$ cat config.mk
export PLATFORM = sky130hd
export DESIGN_NAME = round_key_store
export DESIGN_NICKNAME = d
export VERILOG_FILES = /design/src/rtl/round_key_store.sv
export SDC_FILE = /design/constraint.sdc
export NUM_CORES = 2
export LEC_CHECK = 0
export CORE_ASPECT_RATIO = 1.4
export CORE_MARGIN = 2
export CORE_UTILIZATION = 61
export DETAILED_ROUTE_END_ITERATION = 8
export GPL_ROUTABILITY_DRIVEN = 0
export PLACE_DENSITY = 0.83
export SLEW_MARGIN = 10
export SYNTH_ARGS = -nofsm -noshare
export SYNTH_HDL_FRONTEND = slang
export SYNTH_SLANG_ARGS = --single-unit
$ cat constraint.sdc
create_clock -name clk -period 12 [get_ports clk]
set_input_delay 2.4 -clock clk [delete_from_list [all_inputs] [get_ports clk]]
set_output_delay 2.4 -clock clk [all_outputs]
set_load 0.01 [all_outputs]
$ cat src/rtl/round_key_store.sv
// Round-key store: two 16x64 banks fed by key expansion, streamed out as 128-bit round keys.
// Define ROUND_KEY_STORE_DEC_EN to honour rk_dec (reverse-order sequences for decryption).
module round_key_store (
    input  logic         clk,
    input  logic         reset,
    input  logic [1:0]   key_mode,
    input  logic         key_start,
    input  logic         key_ready,
    input  logic         wr,
    input  logic [4:0]   wr_addr,
    input  logic [63:0]  wr_data,
    input  logic         rk_start,
    input  logic         rk_dec,
    output logic         rk_valid,
    input  logic         rk_ready,
    output logic [127:0] rk_data,
    output logic [3:0]   rk_round,
    output logic         rk_last,
    output logic         busy,
    output logic         key_loaded,
    output logic         rk_err
);

    typedef enum logic [1:0] {StIdle, StRun, StDrain} state_e;

    logic [63:0]  bank0_q [16];
    logic [63:0]  bank1_q [16];

    state_e       state_q;
    logic [3:0]   nr_q;
    logic [3:0]   idx_q;
    logic         rd_pend_q;
    logic [3:0]   rd_addr_q;
    logic         rd_last_q;
    logic         rk_err_q;

    logic [127:0] fifo_data_q [2];
    logic [3:0]   fifo_round_q [2];
    logic         fifo_last_q [2];
    logic [1:0]   cnt_q;
    logic         wptr_q;
    logic         rptr_q;

    logic         kr_s_q;
    logic         kr_q;
    logic         key_loaded_q;

    logic [3:0]   nr_sel;
    logic         dec_sel;
    logic [3:0]   idx_next;
    logic         idx_last;
    logic         pop;
    logic         issue;
    logic         drain_done;
    logic         abort;
    logic [2:0]   occ;

`ifdef ROUND_KEY_STORE_DEC_EN
    logic         dec_q;

    assign dec_sel  = rk_dec;
    assign idx_next = dec_q ? idx_q - 4'd1 : idx_q + 4'd1;
    assign idx_last = dec_q ? (idx_q == 4'd0) : (idx_q == nr_q);
`else
    logic         unused_rk_dec;

    assign unused_rk_dec = rk_dec;
    assign dec_sel       = 1'b0;
    assign idx_next      = idx_q + 4'd1;
    assign idx_last      = (idx_q == nr_q);
`endif

    always_comb begin
        nr_sel = 4'd14;
        case (key_mode)
            2'd0:    nr_sel = 4'd10;
            2'd1:    nr_sel = 4'd12;
            default: nr_sel = 4'd14;
        endcase
    end

    assign pop   = rk_valid && rk_ready;
    assign abort = key_start && (state_q != StIdle);
    // Slots counted after this cycle's pop, so a full-rate stream never starves for credit.
    assign occ        = {1'b0, cnt_q} + {2'b00, rd_pend_q} - {2'b00, pop};
    assign issue      = (state_q == StRun) && (occ < 3'd2);
    assign drain_done = !rd_pend_q && (cnt_q == {1'b0, pop});

    always_ff @(posedge clk) begin
        if (wr) begin
            if (wr_addr[0]) begin
                bank1_q[wr_addr[4:1]] <= wr_data;
            end else begin
                bank0_q[wr_addr[4:1]] <= wr_data;
            end
        end
    end

    always_ff @(posedge clk or posedge reset) begin
        if (reset) begin
            state_q   <= StIdle;
            nr_q      <= 4'd0;
            idx_q     <= 4'd0;
            rd_pend_q <= 1'b0;
            rd_addr_q <= 4'd0;
            rd_last_q <= 1'b0;
            rk_err_q  <= 1'b0;
`ifdef ROUND_KEY_STORE_DEC_EN
            dec_q     <= 1'b0;
`endif
        end else begin
            rk_err_q  <= 1'b0;
            rd_pend_q <= 1'b0;
            case (state_q)
                StIdle: begin
                    if (rk_start) begin
                        if (!key_loaded_q) begin
                            rk_err_q <= 1'b1;
                        end else if (!key_start) begin
                            state_q <= StRun;
                            nr_q    <= nr_sel;
                            idx_q   <= dec_sel ? nr_sel : 4'd0;
`ifdef ROUND_KEY_STORE_DEC_EN
                            dec_q   <= dec_sel;
`endif
                        end
                    end
                end
                StRun: begin
                    if (issue) begin
                        rd_pend_q <= 1'b1;
                        rd_addr_q <= idx_q;
                        rd_last_q <= idx_last;
                        if (idx_last) begin
                            state_q <= StDrain;
                        end else begin
                            idx_q <= idx_next;
                        end
                    end
                end
                StDrain: begin
                    if (drain_done) begin
                        state_q <= StIdle;
                    end
                end
                default: state_q <= StIdle;
            endcase
            if (abort) begin
                state_q   <= StIdle;
                rd_pend_q <= 1'b0;
            end
        end
    end

    always_ff @(posedge clk or posedge reset) begin
        if (reset) begin
            cnt_q  <= 2'd0;
            wptr_q <= 1'b0;
            rptr_q <= 1'b0;
            for (int i = 0; i < 2; i++) begin
                fifo_data_q[i]  <= '0;
                fifo_round_q[i] <= '0;
                fifo_last_q[i]  <= 1'b0;
            end
        end else if (abort) begin
            cnt_q  <= 2'd0;
            wptr_q <= 1'b0;
            rptr_q <= 1'b0;
        end else begin
            if (rd_pend_q) begin
                fifo_data_q[wptr_q]  <= {bank0_q[rd_addr_q], bank1_q[rd_addr_q]};
                fifo_round_q[wptr_q] <= rd_addr_q;
                fifo_last_q[wptr_q]  <= rd_last_q;
                wptr_q               <= ~wptr_q;
            end
            if (pop) begin
                rptr_q <= ~rptr_q;
            end
            cnt_q <= cnt_q + {1'b0, rd_pend_q} - {1'b0, pop};
        end
    end

    // key_ready passes a sync stage before the edge detector, hence two edges to key_loaded.
    always_ff @(posedge clk or posedge reset) begin
        if (reset) begin
            kr_s_q       <= 1'b0;
            kr_q         <= 1'b0;
            key_loaded_q <= 1'b0;
        end else begin
            kr_s_q <= key_ready;
            kr_q   <= kr_s_q;
            if (key_start) begin
                key_loaded_q <= 1'b0;
            end else if (kr_s_q && !kr_q) begin
                key_loaded_q <= 1'b1;
            end
        end
    end

    assign rk_valid   = (cnt_q != 2'd0);
    assign rk_data    = fifo_data_q[rptr_q];
    assign rk_round   = fifo_round_q[rptr_q];
    assign rk_last    = fifo_last_q[rptr_q];
    assign busy       = (state_q != StIdle);
    assign key_loaded = key_loaded_q;
    assign rk_err     = rk_err_q;

endmodule

==> metrics.md <==
| Metric | Value |
|---|---|
| Status | `finished, final reports clean` |
| Hold buffer count at cts | `0` |
| Slew Viols, Final | `0` |
| Min Tclk post-route | `6800 ps` |
| Max-cap violations | `0` |
| Period utilization | `56.7%` |
| CP max FO | `48` |
| Die Area | `151000 µm²` |
| Worst Path Arrival | `4400 ps` |
| Layout cells sized above 1 | `24.7%` |
| GRT Max-Usage Layer | `met2` |
| Dpl cell area | `94300 µm²` |
| Max VDD drop | `200 µV` |
| Clock Latency Late Sink | `850 ps` |
| Grt ovf | `0` |
| Yosys warning count | `0` |
| Critical path class | `reg -> out` |
| Synth unique cells | `52` |
| # port buffers | `214` |
| Setup Viol. Count Final | `0` |
| Die Ht | `458 µm` |
| Max Buffers Root-to-Sink | `3` |
| Slew HR | `3.26%` |
| Sw frac | `25.5%` |
| Post-Route WL | `239000 µm` |
| Met1 global-route usage | `40.6%` |
| Net Count, Synth | `4438` |
| Layout Utilization | `68.9%` |
| Crit path capture type | `primary output` |
| WP data required | `9600 ps` |
| Static leakage | `32.6 nW` |
| Clock skew | `32.2 ps` |
| I/O Pins | `216` |
| Clk pin slew, worst setup/hold paths | `60 ps` |
| P_sw | `4.85 mW` |
| Met2 Use GR | `52.8%` |
| FF+latch count, synth | `2337` |
| Ys async rst share | `12.4%` |
| Tot Pwr | `19.0 mW` |
| Resized cells post-CTS | `0` |
| Sequential fraction of design power | `49.6%` |
| CP Launch Type | `flop` |
| Synth Area per Inst | `20.7 µm²` |
| TNS Setup | `0 ps` |
| Post-synth EDFFs | `2048` |
| Initial antenna violation count | `17` |
| Initial core utilization | `61.5%` |
| Mapped cell area | `89900 µm²` |
| First-pass GRT wire length | `343000 µm` |
| Largest net degree at the start of global routing | `144` |
| Power Internal | `14.1 mW` |
| Clk pwr share | `34.5%` |
| Number of routed nets with antenna violations | `0` |
| Combinational share of power | `15.9%` |
| Met3 Use GR | `5.98%` |
| Primary FF master, synth | `edfxtp_1` |
| Max Fclk | `0.147 GHz` |
| 1st-iter DRT viols | `7016` |
| FP Rows | `166` |
| CTS H-tree lvls | `4` |
| Mapped Cells | `4355` |
| Die width | `329 µm` |
| TritonCTS Buffers | `200` |
| # DRC | `0` |
| Wire per inst | `35.5 µm` |
| Post-route cell area | `101000 µm²` |
| Number of global-route vias before repair | `49000` |
| Power Density | `188 nW/µm²` |
| Dpl hpwl | `118000 µm` |
| Hold Crit Class | `reg -> reg` |
| DR vias/cell | `7.02` |
| Fin. Hold Viols | `0` |
| Core Area | `146000 µm²` |
| GRT Overall Usage | `32.0%` |
| Initial DRT Pass Iterations | `6` |
| Unrepaired setup endpoints after global routing | `false` |
| Clock sinks | `2337` |
| Area growth, synth to finish | `12.1%` |
| Nets@finish | `4712` |
| Register area share after synthesis | `76.4%` |
| WHS | `394 ps` |
| Postcts setup bufs | `0` |
| Worst-margin pin slew | `1440 ps` |
| Via count | `47300` |
| Root buf cell | `clkbuf_16` |
| CTS tree | `yes` |
registers in the layout, indices dropped and copies added (netlist names), 2 cells and up:
| name | count |
|---|---|
| cnt_q | 2 |
| fifo_last_q | 2 |
| nr_q | 3 |
| bank1_q | 1024 |
| fifo_data_q | 256 |
| bank0_q | 1024 |
| fifo_round_q | 8 |
| idx_q | 4 |
| rd_addr_q | 4 |
| state_q | 2 |
cell families (layout without fill, tap and decap cells):
logic type,after synthesis,count (layout),share of synthesized area (%)
AO/OA/AOI/OAI,419,419,3.30
XOR/XNOR,6,6,0.0584
adder cells (fa/ha/maj),4,4,0.0640
buffers and inverters,252,697,1.45
flip-flops,2337,2337,76.4
multiplexers,972,972,16.8
other,0,7,0
AND/OR/NAND/NOR,365,365,1.86
synth_stat cells, types with 25 or more instances:
cell	instances	share of area, %
clkbuf_1	92	0.38
buf_2	97	0.54
o21ai_0	50	0.28
a22oi_1	220	1.8
nor2_1	64	0.27
mux4_2	400	10
edfxtp_1	2048	68
nand2_1	192	0.80
and2_1	25	0.17
dfrtp_1	289	8.0
buf_4	28	0.23
mux2i_1	244	2.7
o22ai_1	31	0.22
mux2_2	328	4.1
o31ai_1	35	0.29
critical path, cell delays in order (launching register included):
cell             delay, ps
dfrtp_4                920
buf_4                  840
buf_4                  780
mux2_2                 490
clkdlybuf4s50_1        510
path summary, 6_finish.rpt:
path                              start  cells past startpoint                to  slack [ps]
min                              kr_s_q                      0              kr_q         390
max in group asynchronous         reset                      4   fifo_data_q[39]        7520
max reg2reg                rd_addr_q[1]                      7  fifo_data_q[254]        7020
min reg2reg                      kr_s_q                      0              kr_q         390
max                              rptr_q                      4       rk_data[87]        5200
min in group asynchronous         reset                      2   fifo_data_q[78]        2080
final cells by class:
cell class / instances / area, µm²
clock inverter: 97 / 938
timing repair buffer: 316 / 2910
multi-input combinational: 1766 / 20200
tap: 1932 / 2420
inverter: 8 / 37.5
antenna: 7 / 17.5
fill: 8195 / 45400
sequential: 2337 / 68700
clock buffer: 276 / 5560
cell usage in the layout, fill, tap and decap left out, types with 6 or more instances in the layout:
cell / count
clkbuf_1: 55
a22oi_1: 220
clkdlybuf4s50_1: 206
clkbuf_16: 205
o221ai_1: 18
nor3_2: 9
nor2_4: 25
o22ai_1: 31
buf_2: 8
mux2i_1: 244
buf_4: 99
mux4_2: 400
a22o_1: 8
inv_1: 7
clkinv_1: 29
nand2_1: 192
mux2_2: 328
nand3_1: 17
nand3b_1: 6
nor2_1: 39
clkinv_2: 31
o31ai_1: 35
o21ai_0: 50
diode_2: 7
dfrtp_1: 284
a21oi_1: 21
nor2b_1: 10
and2_1: 24
a31oi_1: 14
clkinvlp_4: 10
nand2b_1: 11
clkbuf_8: 16
edfxtp_1: 2048
bufinv_16: 15
power by group through the flow:
stage	clock [mW]	sequential, mW	combinational [mW]
after floorplan	0	9.45	1.93
after CTS	6.57	9.40	3.03
after global placement	0	9.53	2.88
after global routing	6.83	9.44	3.18
final	6.55	9.41	3.02
after detailed placement	0	9.56	2.95
routing by layer:
layer  vias to the layer above  part of all wire (%)
met5                         -                 0.026
met4                        10                   5.8
met3                       774                    12
met2                      3939                    50
met1                     24200                    32
li1                      18400                     -
metrics by stage:
| stage | setup WS, ps | cells |
|---|---|---|
| 4_1_cts | 5150 | 6732 |
| 5_1_grt | 5090 | 6739 |
| 3_5_place_dp | 5910 | 6359 |
| 3_3_place_gp | 6080 | 6359 |
| 2_1_floorplan | 1620 | 4355 |
| 6_report | 5200 | 6739 |
Power figures use the tool's default switching activity.
